[src/rtl/parallel_serial_if_ml.sv]
// parallel_serial_if_ml
//   Frames a DATA_WIDTH-bit parallel word onto LANES serial lanes with a
//   generated serial clock and active-low select. Receive data is captured in
//   the same frame and presented as a registered parallel word.
//
//   Ports:
//     clk, rst_n          single clock, synchronous active-low reset
//     i_valid / o_ready   frame request handshake (o_ready only in IDLE)
//     i_data              payload, sampled on the accepting edge
//     o_valid / o_data    one-cycle pulse + registered payload of last frame
//     o_busy              high outside IDLE
//     ser_clk, ser_cs     serial clock (idle low), frame select (active low)
//     ser_data_out/in     per-beat lane data, bit LANES-1 is the MSB lane
module parallel_serial_if_ml #(
  parameter int DATA_WIDTH = 171,
  parameter int LANES      = 1,
  parameter int CLK_DIV    = 1
) (
  input  logic                  clk,
  input  logic                  rst_n,
  input  logic                  i_valid,
  output logic                  o_ready,
  input  logic [DATA_WIDTH-1:0] i_data,
  output logic                  o_valid,
  output logic [DATA_WIDTH-1:0] o_data,
  output logic                  o_busy,
  output logic                  ser_clk,
  output logic                  ser_cs,
  output logic [LANES-1:0]      ser_data_out,
  input  logic [LANES-1:0]      ser_data_in
);

  localparam int BEATS  = (DATA_WIDTH + LANES - 1) / LANES;
  localparam int SR_W   = BEATS * LANES;
  localparam int DIV_W  = (CLK_DIV > 1) ? $clog2(CLK_DIV) : 1;
  localparam int BEAT_W = (BEATS > 1) ? $clog2(BEATS) : 1;
  localparam logic [DIV_W-1:0]  DIV_LAST  = DIV_W'(CLK_DIV - 1);
  localparam logic [BEAT_W-1:0] BEAT_LAST = BEAT_W'(BEATS - 1);

  typedef enum logic [1:0] {IDLE, SETUP, SHIFT, HOLD} state_t;

  state_t                  state, state_nxt;
  logic [DIV_W-1:0]        div_cnt, div_nxt;
  logic [BEAT_W-1:0]       beat_cnt, beat_nxt;
  logic                    sclk_q, sclk_nxt;
  logic [SR_W-1:0]         tx_sr, tx_nxt;
  logic [SR_W-1:0]         rx_sr, rx_nxt;
  logic                    vld_q, vld_nxt;
  logic [DATA_WIDTH-1:0]   data_q, data_nxt;
  logic [SR_W-1:0]         tx_load;
  logic [SR_W-1:0]         rx_shift;

  // Receive shifts in at the LSB end; older beats move toward the MSB.
  assign rx_shift = (rx_sr << LANES) | SR_W'(ser_data_in);

  always_comb begin
    // Payload left-aligned; pad bits at the LSB end stay zero.
    tx_load = '0;
    tx_load[SR_W-1 -: DATA_WIDTH] = i_data;

    state_nxt = state;
    div_nxt   = div_cnt;
    beat_nxt  = beat_cnt;
    sclk_nxt  = sclk_q;
    tx_nxt    = tx_sr;
    rx_nxt    = rx_sr;
    vld_nxt   = 1'b0;
    data_nxt  = data_q;

    case (state)
      IDLE: begin
        if (i_valid) begin
          state_nxt = SETUP;
          tx_nxt    = tx_load;
          rx_nxt    = '0;
          div_nxt   = '0;
          beat_nxt  = '0;
        end
      end
      SETUP: begin
        if (div_cnt == DIV_LAST) begin
          state_nxt = SHIFT;
          div_nxt   = '0;
          sclk_nxt  = 1'b1;
          rx_nxt    = rx_shift;
        end else begin
          div_nxt = div_cnt + DIV_W'(1);
        end
      end
      SHIFT: begin
        if (div_cnt == DIV_LAST) begin
          div_nxt = '0;
          if (sclk_q) begin
            // Falling edge: advance to the next beat unless this was the last.
            sclk_nxt = 1'b0;
            if (beat_cnt != BEAT_LAST) tx_nxt = tx_sr << LANES;
          end else if (beat_cnt == BEAT_LAST) begin
            state_nxt = HOLD;
            vld_nxt   = 1'b1;
            data_nxt  = rx_sr[SR_W-1 -: DATA_WIDTH];
          end else begin
            // Rising edge: capture the receive beat.
            beat_nxt = beat_cnt + BEAT_W'(1);
            sclk_nxt = 1'b1;
            rx_nxt   = rx_shift;
          end
        end else begin
          div_nxt = div_cnt + DIV_W'(1);
        end
      end
      HOLD: begin
        if (div_cnt == DIV_LAST) begin
          state_nxt = IDLE;
          div_nxt   = '0;
        end else begin
          div_nxt = div_cnt + DIV_W'(1);
        end
      end
      default: state_nxt = IDLE;
    endcase
  end

  always_ff @(posedge clk) begin
    if (!rst_n) begin
      state    <= IDLE;
      div_cnt  <= '0;
      beat_cnt <= '0;
      sclk_q   <= 1'b0;
      tx_sr    <= '0;
      rx_sr    <= '0;
      vld_q    <= 1'b0;
      data_q   <= '0;
    end else begin
      state    <= state_nxt;
      div_cnt  <= div_nxt;
      beat_cnt <= beat_nxt;
      sclk_q   <= sclk_nxt;
      tx_sr    <= tx_nxt;
      rx_sr    <= rx_nxt;
      vld_q    <= vld_nxt;
      data_q   <= data_nxt;
    end
  end

  assign o_ready      = (state == IDLE);
  assign o_busy       = (state != IDLE);
  assign o_valid      = vld_q;
  assign o_data       = data_q;
  assign ser_clk      = sclk_q;
  assign ser_cs       = !((state == SETUP) || (state == SHIFT));
  assign ser_data_out = ((state == SETUP) || (state == SHIFT)) ? tx_sr[SR_W-1 -: LANES] : '0;

endmodule

[config.mk]
export PLATFORM = sky130hd
export DESIGN_NAME = parallel_serial_if_ml
export DESIGN_NICKNAME = d
export VERILOG_FILES = /design/src/rtl/parallel_serial_if_ml.sv
export SDC_FILE = /design/constraint.sdc
export NUM_CORES = 1
export LEC_CHECK = 0
export ABC_AREA = 1
export BUFFER_PORTS_ARGS = -buffer_cell sky130_fd_sc_hd__buf_2
export CORE_MARGIN = 1
export CORE_UTILIZATION = 35
export CTS_BUF_LIST = sky130_fd_sc_hd__clkbuf_4 sky130_fd_sc_hd__clkbuf_8
export CTS_CLUSTER_DIAMETER = 150
export DETAILED_ROUTE_END_ITERATION = 6
export PLACE_DENSITY = 0.61
export SYNTH_ARGS = -nofsm -noshare
export SYNTH_HDL_FRONTEND = slang
export SYNTH_SLANG_ARGS = --single-unit
[constraint.sdc]
create_clock -name clk -period 1.69 [get_ports clk]
set_clock_uncertainty 0.05 [all_clocks]
set_input_delay 0.4225 -clock clk [delete_from_list [all_inputs] [get_ports clk]]
set_output_delay 0.4225 -clock clk [all_outputs]
set_load 0.05 [all_outputs]
==> impl_metrics.ini <==
[sta]
maxSlewHeadroom_pct = 68.1
final-max-slew-violation-count = 0
tightest_slew_ps = 478
tns_ps = -165070
finalSetupViolCount = 527
hold_viol = 0
min_period_ps = 2160
fmax_ghz = 0.463
period_share_pct = 128
fin_ws_ps = -470
rsz0062_at_grt = yes

[synth]
synth_xor_xnor_area_share_pct = 0
yosys.area.top_type = dfxtp_1
synth_cell_types = 22
synth_common_cells = nand2_1, dfxtp_1, nor2_1
yosysWarnings = 0
yosys.area_share.simple_pct = 32.2
syn-num-nets = 3481
synth_top_family_by_area = simple AND/OR/NAND/NOR gates
yosys.area_share.adder_pct = 0.337
synth-compound-area-share_pct = 11.9
synth_seq_cells = 525
syn_inst = 3300
synth_area_leaders = dfxtp_1, nand2_1, a21oi_1
synth-async-reset-ratio_pct = 0
synth.mux.area_fraction_pct = 0
synth-edff-count = 0
yosys.area.top_type_share_pct = 47.2
avgSynthCellArea_um2 = 6.75
synthFlopType = dfxtp_1
yosysMostFrequentCell = nand2_1
yosysSeqAreaShare_pct = 47.2
netlist_area_um2 = 22300

[worst_setup_path]
crit_buf_inv = 9
cp_top_family = buffers and inverters
slowest_stage = dfxtp_2
endpoint_kind = flip-flop
crit_chain = inv_4, buf_6, ha_4, buf_6, nand2_4, o21ai_4, nor2_2, nand2_4, inv_8, buf_12, buf_8, buf_6, buf_12, buf_16, nor2_2, nor2_1
crit_path_frequent_cell = buf_6
max_stage_delay_ps = 350
worstPathRequired_ps = 2240
crit_fanout = 5
critPathArrivalTime_ps = 2710
startpoint_type = flip-flop
path_class = flip-flop to flip-flop

[route]
wl_per_cell_um = 19.3
drt-total-wl_mm = 93.9
drc = 0
avgViaCountPerCell = 5.24
first_pass_iters = 6
ant_nets = 0
drt_iter0_markers = 2111
via_count = 25500

[placement]
portBuffers = 351
place.gp.congestion = 0.843
dpl.hpwl_mm = 39.5
placed_cells = 4382

[final_layout]
regArea_um2 = 10800
multi_input_area_um2 = 13600
final_cells = 4862
fin_nets = 4117
layout-drive-gt1-share_pct = 46.9
syn_to_final_growth_pct = 77.1
finish.utilization_pct = 62.7
fillers = 4694

[clock_tree]
cts_root_buffer = clkbuf_8
clk_pin_slew_ps = 60
cts_htree_levels = 3
clockBufferDepth = 3
clock_latency_ps = 700
cts_num_sinks = 525
cts_buffers = 91
cts_tree = done

[power]
cellLeakagePower_nw = 17.2
powerDensity_nw_per_um2 = 1890
peakVddDrop_mv = 1.09

[grt]
grt.overflow.total = 0
first_global_vias = 22200
grt_pass1_wl_mm = 121
grt_max_degree = 72
grt_usage_pct = 23.5
antenna_found_initial = 5

[outcome]
outcome = complete, but fails checks
violations = setup timing

[floorplanning]
fp.dieW_um = 254
core_area_um2 = 63000
die_area_um2 = 64700
initial_utilization_pct = 35.4
ioPinCount = 352
die_y_um = 254
rows = 92

[hold_path]
hp-class = primary input to flip-flop

[run]
maxCapViolations = 0
==> per-layer routing <==
| layer | routed length, um | GRT usage (%) | vias up |
|---|---|---|---|
| met5 | 0 | 0 | - |
| met4 | 3910 | 9.33 | 0 |
| met3 | 6690 | 4.23 | 295 |
| met2 | 46300 | 38.9 | 1134 |
| met1 | 37000 | 30.0 | 12200 |
| li1 | - | - | 11900 |
==> report_power, final <==
part / switching [mW] / total (mW) / internal, mW
clock: 5.72 / 13.6 / 7.86
combinational: 21.3 / 42.5 / 21.3
sequential: 3.12 / 18.5 / 15.4
==> state kept, by name, summed over array words and instances (netlist names) <==
register,flops
ser_clk,1
rx_sr,171
o_data,171
tx_sr,171
o_valid,1
beat_cnt,8
state,2
==> tightest hold or removal path, delay by kind of cell <==
family,cells,cell delay [ps]
AO/OA/AOI/OAI,1,50
buffers and inverters,1,90
AND/OR/NAND/NOR,3,190
==> cell type report <==
| type | instances | area share (%) |
|---|---|---|
| diodes | 5 | 0.0317 |
| clock buffers | 141 | 4.63 |
| clock inverters | 27 | 0.818 |
| inverters | 194 | 1.96 |
| multi-input cells | 2317 | 34.4 |
| flip-flops and latches | 525 | 27.3 |
| well taps | 846 | 2.68 |
| repair buffers | 807 | 28.2 |
==> stage by stage <==
stage | area, um2 | hold slack (ps) | power [mW] | setup WS [ps]
6_report | 39500 | 59.0 | 74.6 | -470
5_1_grt | 39500 | 46.1 | 77.9 | -533
4_1_cts | 34200 | 0.797 | 65.1 | -529
3_5_place_dp | 25700 | 381 | 36.7 | -196
3_3_place_gp | 25700 | 379 | 36.6 | -150
2_1_floorplan | 22600 | 389 | 31.6 | -51.9
==> repair_timing <==
item                                    in CTS  in global routing
hold endpoints to repair                    13                  0
resized for setup                          893               1328
buffers inserted                           106                 98
endpoints found under the setup margin     680                674
pin swaps                                  106                377
cloned                                      90                 55
hold buffers                                14                  0
==> cells in the final DEF (no fill, tap or decap), types with 5 or more instances in the layout <==
master / instances
a21oi_1: 158
a21oi_2: 184
a21oi_4: 8
buf_12: 115
buf_16: 69
buf_2: 173
buf_4: 99
buf_6: 113
buf_8: 173
bufinv_16: 6
clkbuf_16: 48
clkbuf_4: 18
clkbuf_8: 123
clkinv_2: 14
dfxtp_1: 352
dfxtp_2: 154
dfxtp_4: 19
diode_2: 5
dlygate4sd3_1: 14
inv_1: 186
nand2_1: 940
nand2_2: 170
nand2_4: 121
nand3_4: 5
nand4_1: 179
nor2_1: 285
nor2_2: 41
nor2_4: 38
o21ai_2: 107
o21ai_4: 62
==> cell families after synthesis <==
kind of cell | Yosys count
AOI/OAI and AO/OA | 526
adders and majority gates | 6
buffers and inverters | 459
DFF | 525
and+or+nand+nor | 1784
==> worst paths after layout <==
kind	from	end	slack, ps	cells after the start
setup / recovery	state[0]	rx_sr[4]	-470	16
hold / removal	i_data[18]	tx_sr[18]	60	5
setup reg to reg	state[0]	rx_sr[4]	-470	16
hold reg to reg	o_data[32]	o_data[32]	400	2
Note: power is estimated with default switching activity, not from simulation.
